## src/rtl/sparc_tlu_penc64_q_if.sv

```systemverilog
// Handshake bundle for the 64-entry pending-event priority encoder.
// The master side posts set/flush/ack; the slave side presents vld/idx and the pending state.
interface sparc_tlu_penc64_q_if;
    logic [63:0] set_vec;
    logic        flush;
    logic        ack;
    logic        vld;
    logic [5:0]  idx;
    logic [63:0] pend_vec;
    logic        pend_any;

    modport master (
        output set_vec, flush, ack,
        input  vld, idx, pend_vec, pend_any
    );

    modport slave (
        input  set_vec, flush, ack,
        output vld, idx, pend_vec, pend_any
    );
endinterface

```

## src/rtl/sparc_tlu_penc64_q.sv

```systemverilog
// Pending-event queue with lowest-index-first presentation; set->vld latency 2 edges.
// Holds vld/idx until ack (no preemption); each retire adds a one-cycle bubble.
module sparc_tlu_penc64_q (
    input logic                    rclk,
    input logic                    rst,
    sparc_tlu_penc64_q_if.slave    bus
);
    typedef enum logic [1:0] {IDLE, PRESENT, RETIRE} state_t;

    state_t      state;
    logic [63:0] pend_r;
    logic [63:0] pend_nxt;
    logic [63:0] onehot;
    logic [63:0] clr;
    logic [63:0] cand;
    logic [5:0]  enc;
    logic [5:0]  idx_r;
    logic        vld_r;
    logic        any_r;

    assign onehot = 64'h1 << idx_r;

    // The presented bit is never a candidate while it is still being shown.
    assign cand = pend_r & ~((state == PRESENT) ? onehot : 64'h0);

    always_comb begin
        enc = 6'h00;
        for (int i = 63; i >= 0; i--) begin
            if (cand[i]) enc = i[5:0];
        end
    end

    // Set is OR'd in after the retire clear so a colliding set survives.
    always_comb begin
        clr      = (state == PRESENT && bus.ack) ? onehot : 64'h0;
        pend_nxt = bus.flush ? 64'h0 : ((pend_r & ~clr) | bus.set_vec);
    end

    always_ff @(posedge rclk or posedge rst) begin
        if (rst) begin
            state  <= IDLE;
            pend_r <= 64'h0;
            any_r  <= 1'b0;
            vld_r  <= 1'b0;
            idx_r  <= 6'h00;
        end else begin
            pend_r <= pend_nxt;
            any_r  <= |pend_nxt;
            if (bus.flush) begin
                state <= IDLE;
                vld_r <= 1'b0;
            end else begin
                case (state)
                    IDLE: begin
                        if (|pend_r) begin
                            state <= PRESENT;
                            vld_r <= 1'b1;
                            idx_r <= enc;
                        end
                    end
                    PRESENT: begin
                        if (bus.ack) begin
                            state <= RETIRE;
                            vld_r <= 1'b0;
                        end
                    end
                    RETIRE: begin
                        state <= IDLE;
                    end
                    default: begin
                        state <= IDLE;
                        vld_r <= 1'b0;
                    end
                endcase
            end
        end
    end

    assign bus.vld      = vld_r;
    assign bus.idx      = idx_r;
    assign bus.pend_vec = pend_r;
    assign bus.pend_any = any_r;
endmodule

```

## src/flat_wrapper.sv

```systemverilog
// flat-port wrapper written by rule: the top's interface ports become plain ports
module sparc_tlu_penc64_q_flat 
  (rclk, rst, bus_set_vec, bus_flush, bus_ack, bus_vld, bus_idx, bus_pend_vec, bus_pend_any);
  sparc_tlu_penc64_q_if bus_i ();
  input logic rclk;
  input logic rst;
  input wire logic [$bits(bus_i.set_vec)-1:0] bus_set_vec;
  input wire logic [$bits(bus_i.flush)-1:0] bus_flush;
  input wire logic [$bits(bus_i.ack)-1:0] bus_ack;
  output wire logic [$bits(bus_i.vld)-1:0] bus_vld;
  output wire logic [$bits(bus_i.idx)-1:0] bus_idx;
  output wire logic [$bits(bus_i.pend_vec)-1:0] bus_pend_vec;
  output wire logic [$bits(bus_i.pend_any)-1:0] bus_pend_any;
  assign bus_i.set_vec = bus_set_vec;
  assign bus_i.flush = bus_flush;
  assign bus_i.ack = bus_ack;
  assign bus_vld = bus_i.vld;
  assign bus_idx = bus_i.idx;
  assign bus_pend_vec = bus_i.pend_vec;
  assign bus_pend_any = bus_i.pend_any;
  sparc_tlu_penc64_q u_core (.rclk(rclk), .rst(rst), .bus(bus_i));
endmodule
```

## config.mk

```make
export PLATFORM = sky130hd
export DESIGN_NAME = sparc_tlu_penc64_q_flat
export DESIGN_NICKNAME = d
export VERILOG_FILES = /design/src/rtl/sparc_tlu_penc64_q_if.sv /design/src/rtl/sparc_tlu_penc64_q.sv /design/src/flat_wrapper.sv
export SDC_FILE = /design/constraint.sdc
export NUM_CORES = 1
export LEC_CHECK = 0
export CORE_UTILIZATION = 50
export CTS_CLUSTER_SIZE = 10
export DETAILED_ROUTE_END_ITERATION = 8
export GPL_TIMING_DRIVEN = 0
export PLACE_DENSITY = 0.8
export SKIP_LAST_GASP = 1
export SLEW_MARGIN = 20
export SYNTH_ARGS = -nofsm -noshare
export SYNTH_HDL_FRONTEND = slang
export SYNTH_SLANG_ARGS = --single-unit
```

## constraint.sdc

```tcl
create_clock -name rclk -period 4.5 [get_ports rclk]
set_clock_uncertainty 0.05 [all_clocks]
set_input_delay 0.9 -clock rclk [delete_from_list [all_inputs] [get_ports rclk]]
set_output_delay 0.9 -clock rclk [all_outputs]
set_load 0.02 [all_outputs]
```

==> results.md, run 1 <==
- Fin. Hold Viols: 0
- Clk root buf: clkbuf_8
- Reg2Reg Depth: 7
- Initial antenna violation count: 0
- CP top delay family: buffers and inverters
- GRT Resource Usage Total: 43.3%
- Total of max-cap violations: 0
- Dpl cell area: 6290 um^2
- Max VDD drop: 0.000177 V
- Post-synth EDFFs: 0
- Ys flop type: dfrtp_1
- Most common cell after layout, fill and taps aside: clkdlybuf4s50_1
- P_leak: 2.59 nW
- Worst-skew pair later-pin latency: 360 ps
- CP cell instances: clkdlybuf4s50_1 -> clkbuf_1 -> clkbuf_1 -> a21oi_1 -> nor4_1 -> nand4_1 -> or4_1
- Crit Path Class: in -> reg
- CP arrival: 4160 ps
- Post-Syn Instances: 601
- Final Net Count: 820
- Post-route cell area: 6490 um^2
- Period utilisation layout: 88.9%
- Finished Layout Cells: 868
- Vias per cell: 6.76
- RSZ-0062 raised after global routing: no
- Post-DP HPWL: 16100 um
- DRC: 0
- Grt total ovfl: 0
- Die span in x: 99.2 um
- Placed cells: 852
- Hold EP: u_core.bus.vld
- Post-CTS Hold Buffers: 0
- Critical Path End Type: register
- Synth Net Count: 669
- Post-route setup TNS: 0 ps
- Total Power: 1.93 mW
- CTS-repair resized insts: 0
- Wire per inst: 24.1 um
- N_diodes: 0
- Hold path start: u_core.bus.vld
- Final min period: 4000 ps
- Largest stage delay on the critical path: 680 ps
- Max Fanout on Critical Path: 10
- Util after Layout: 70.6%
- Clock Pin Slew Worst Setup and Hold Paths: 90 ps
- Synth warn: 0
- P per Cell Area: 297 nW/um^2
- Worst setup SP type: input port
- HP Class: reg -> reg
- Largest net degree at the start of global routing: 48
- #FFs+latches synth: 74
- Setup repair bufs after CTS: 0
- Row cnt: 35
- DIE AREA: 9840 um^2
- Total iterations of the first detailed-routing run: 5
- Worst slack, placed: 298 ps
- GPL Wtd Cong: 0.949
- Area growth syn-to-layout: 37.3%
- Setup violators final: 0
- Crit path required time: 4660 ps
- Seq/Total Area, Yosys: 39.2%
- Routed vias: 5870
- DR iter-0 viols: 702
- Most frequent cells in the layout: clkdlybuf4s50_1, o21ai_0, dfrtp_1
- H-tree depth: 3
- Slew HR: 43.4%
- CORE AREA: 9200 um^2
- Ys async rst share: 100%
- Slowest cell on crit path: nor4_1
- # IOs: 140
- Fraction of layout cells with a size suffix above 1: 4.36%
- Post-synthesis instance area: 4730 um^2
- Worst flop-to-flop path endpoint: u_core.bus.pend_any
- Measured slew at the worst slew-check pin: 842 ps
- IO Port Bufs: 139
- Final worst slack: 499 ps
- Die height: 99.2 um
- TritonCTS Buffers: 9
- Global-route wire length before repair: 31700 um
- R2R Setup Slk: 1020 ps
- CTS Sinks: 74
- Syn avg cell area: 7.86 um^2
- Yosys cell types: 54
- TritonCTS clock tree: built
- DRT antenna net count: 0
- Run status: finished clean
- Buffers & Inverters on Critical Path: 3
- Launch point of the worst reg-to-reg path: u_core.bus.idx[2]
- Total Wirelength: 20900 um
- Hold Path Stages: 2
- Cell mode on critical path: clkbuf_1
- Worst Hold Slack: 480 ps
- F_max: 250 MHz
- Starting Density: 51.4%
- Vias in the first global route: 5554
- Max Slew Vio Count: 0
- CTS max path bufs: 2
state kept, by name (all words and copies together), names as in the netlist:
name / flops
u_core.bus.pend_vec: 64
u_core.bus.idx: 6
u_core.state: 2
u_core.bus.pend_any: 1
u_core.bus.vld: 1
power by group:
group	switching (mW)	leakage (nW)	internal [mW]	total [mW]
Combinational	0.339	1.56	0.239	0.579
Clock	0.281	0.0962	0.275	0.556
Sequential	0.0842	0.928	0.712	0.796
layer usage:
layer / part of all wire (%) / global-route usage, % / wire [um]
met2: 43 / 63.9 / 8980
met5: 0 / 0 / 0
met1: 40 / 60.7 / 8290
met4: 4.8 / 20.8 / 1000
met3: 13 / 9.21 / 2680
worst register-to-register path, stage by stage, from the launching register on:
cell and delay (ps):
dfrtp_1 530, buf_2 270, nand4bb_1 630, o21ai_0 380
a21oi_1 150, nor4_1 630, nand4_1 140, or4_1 550
synthesized netlist by cell type, types with 2 or more instances:
cell type    n  share of area [%]
a32o_1       2               0.42
nor4_1      36                4.8
inv_1       54                4.3
or3_1       17                2.3
o21a_1      12                1.9
o211ai_1     5               0.79
a31oi_1      3               0.40
and2_1       4               0.53
or4_1        3               0.48
or2_2        4               0.53
nand4bb_1    8                1.9
nand3_1     11                1.2
nand4b_1     4               0.74
nand2b_1     4               0.53
o21ai_1     14                1.5
a22oi_1      2               0.32
a211oi_1     8                1.3
a21o_1       3               0.48
nand3b_1     2               0.32
nor3_1       8               0.85
o21ai_0    110                 12
nand2_1     33                2.6
nor2_1      21                1.7
a311oi_1     2               0.37
a21oi_1     70                7.4
buf_2        6               0.64
dfrtp_1     74                 39
o21bai_1     3               0.48
a21boi_0     2               0.32
nand4_1     18                2.4
clkbuf_1    26                2.1
and3_1       2               0.26
nor2b_1      3               0.40
or2_1        2               0.26
a211o_1      2               0.37
or4b_1       5                1.1
logic make-up (layout without fill, tap and decap cells):
family          after synthesis  count (layout)  share of synthesized area, %
buf+inv                      88             244                          7.23
flops                        74              74                          39.2
simple gates                193             193                          24.4
compound gates              246             246                          29.2
worst max-delay path by stage:
stage | startpoint | cells past startpoint | to | slack (ps)
final | bus_flush | 7 | u_core.bus.pend_any | 500
after global routing | bus_ack | 9 | u_core.bus.pend_any | 500
after CTS | bus_flush | 7 | u_core.bus.pend_any | 630
after detailed placement | bus_flush | 7 | u_core.bus.pend_any | 300
after global placement | bus_flush | 7 | u_core.bus.pend_any | 270
after floorplan | bus_ack | 8 | u_core.bus.pend_any | 1590
area by class of cell:
class | instances | area (um^2)
fill | 722 | 2710
multi-input combinational | 439 | 2530
sequential | 74 | 1850
timing repair buffer | 140 | 1420
inverter | 54 | 205
clock buffer | 11 | 141
buffer | 34 | 139
tap | 111 | 139
clock inverter | 5 | 62.6
No activity file was read; power rests on OpenSTA's default activity.
==> inputs of run 2 (changes only) <==
Settings changed: SKIP_CTS_REPAIR_TIMING from default to 1, SLEW_MARGIN 20 to 30.
==> results of run 2 <==
The final DEF is identical to that of run 1; final timing and power are the same.
==> inputs of run 3 (changes only) <==
Settings changed: CORE_UTILIZATION 50 to 48, PLACE_DENSITY 0.8 to 0.77.
Clock period 4.5 ns to 3.7 ns, I/O delays scaled along.
==> run 3 against run 2 <==
Effect of this change: non-clock buffer count fell by 1; first-iteration DRC count is 1.6% lower; sequential cell count is the same; via count rose by 0.70%; highest routed layer unchanged; final area is 0.62% higher; critical path type unchanged; worst setup slack got worse by 460 ps; critical path depth is 2 higher; largest power group unchanged; power is 25% higher; hold slack improved by 5.0 ps.
==> results.md, run 3 (synthesis results as in run 1) <==
- Die span in x: 101 um
- Setup violators final: 0
- Max Slew Vio Count: 0
- IO Port Bufs: 139
- DIE AREA: 10200 um^2
- GRT Resource Usage Total: 41.4%
- Worst setup SP type: input port
- Clock Pin Slew Worst Setup and Hold Paths: 90 ps
- Final min period: 3660 ps
- Hold Path Stages: 2
- Run status: finished clean
- Total Power: 2.41 mW
- # IOs: 140
- Fraction of layout cells with a size suffix above 1: 4.63%
- N_diodes: 0
- Total Wirelength: 20900 um
- Levels on crit path: 9
- Worst slack, placed: -303 ps
- CP arrival: 3820 ps
- CTS max path bufs: 2
- Post-route setup TNS: 0 ps
- CORE AREA: 9370 um^2
- Routed vias: 5911
- Post-DP HPWL: 15900 um
- Total iterations of the first detailed-routing run: 6
- Util after Layout: 69.7%
- Worst-skew pair later-pin latency: 350 ps
- Total of max-cap violations: 0
- Buffers & Inverters on Critical Path: 2
- P_leak: 2.60 nW
- DRC: 0
- Initial antenna violation count: 0
- Most frequent cells in the layout: clkdlybuf4s50_1, o21ai_0, dfrtp_1
- Hold path start: u_core.bus.vld
- Fillers: 792
- Vias in the first global route: 5671
- DRT antenna net count: 0
- Largest register FFs: 64
- Worst flop-to-flop path endpoint: u_core.bus.pend_any
- Reg2Reg Depth: 8
- Crit Path Class: in -> reg
- Launch point of the worst reg-to-reg path: u_core.bus.idx[2]
- Measured slew at the worst slew-check pin: 748 ps
- Starting Density: 50.4%
- GPL Wtd Cong: 1.01
- Hold EP: u_core.bus.vld
- Area growth syn-to-layout: 38.2%
- Crit path required time: 3860 ps
- Slew HR: 49.7%
- Slowest cell on crit path: or4_1
- Wire per inst: 23.6 um
- F_max: 273 MHz
- Final Net Count: 819
- H-tree depth: 3
- Footprint of the multi-input gates: 2540 um^2
- Grt total ovfl: 0
- HP Class: reg -> reg
- TritonCTS Buffers: 9
- Vias per cell: 6.68
- Most common cell after layout, fill and taps aside: clkdlybuf4s50_1
- Clk root buf: clkbuf_8
- TritonCTS clock tree: built
- RSZ-0062 raised after global routing: no
- Finished Layout Cells: 885
- Largest net degree at the start of global routing: 44
- DR iter-0 viols: 691
- CTS Sinks: 74
- Row cnt: 35
- Largest stage delay on the critical path: 590 ps
- P per Cell Area: 369 nW/um^2
- CP top delay family: simple AND/OR/NAND/NOR gates
- Dpl cell area: 6300 um^2
- Placed cells: 870
- Worst Hold Slack: 485 ps
- Period utilisation layout: 98.8%
- Final worst slack: 43.5 ps
- R2R Setup Slk: 320 ps
- Max VDD drop: 0.000253 V
- Sequential Area: 1850 um^2
- CP cell instances: clkdlybuf4s50_1 -> nand3b_1 -> or2_2 -> clkbuf_1 -> o21ai_0 -> a21oi_1 -> nor4_1 -> nand4_1 -> or4_1
- Critical Path End Type: register
- Fin. Hold Viols: 0
- Max Fanout on Critical Path: 10
- Global-route wire length before repair: 31100 um
- Die height: 101 um
- Post-route cell area: 6530 um^2
-- run 3: how the worst max path moves through the flow --
stage	from	endpoint	slack (ps)
after global placement	bus_ack	u_core.bus.pend_any	-340
after detailed placement	bus_ack	u_core.bus.pend_any	-300
final	bus_ack	u_core.bus.pend_any	40
after floorplan	bus_ack	u_core.bus.pend_any	950
after CTS	bus_ack	u_core.bus.pend_any	20
after global routing	bus_ack	u_core.bus.pend_any	20
-- run 3: power by group --
group	internal (mW)	switching [mW]
registers	0.866	0.0982
clock network	0.391	0.355
logic	0.291	0.412
total	1.55	0.866
-- run 3: cell type report --
| type | instances | share of cell area, % |
|---|---|---|
| repair buffers | 140 | 21.6 |
| inverters | 54 | 3.14 |
| flip-flops and latches | 74 | 28.4 |
| multi-input cells | 439 | 38.9 |
| plain buffers | 33 | 2.07 |
| clock buffers | 10 | 1.95 |
| well taps | 129 | 2.47 |
| clock inverters | 6 | 1.48 |
-- run 3: worst register-to-register path: stages, from the launching register on --
cell      delay (ps)
dfrtp_1          490
buf_2            230
nand4b_1         470
or3_1            490
a21oi_1          170
nor2_1            90
nor4_1           460
nand4_1          220
or4_1            590
-- run 3: per-layer routing --
layer	wire [um]	share of wire (%)	track usage, %
met1	7960	38	55.8
met3	2870	14	12.5
met2	9120	44	61.5
met4	959	4.6	18.6
met5	0	0	0
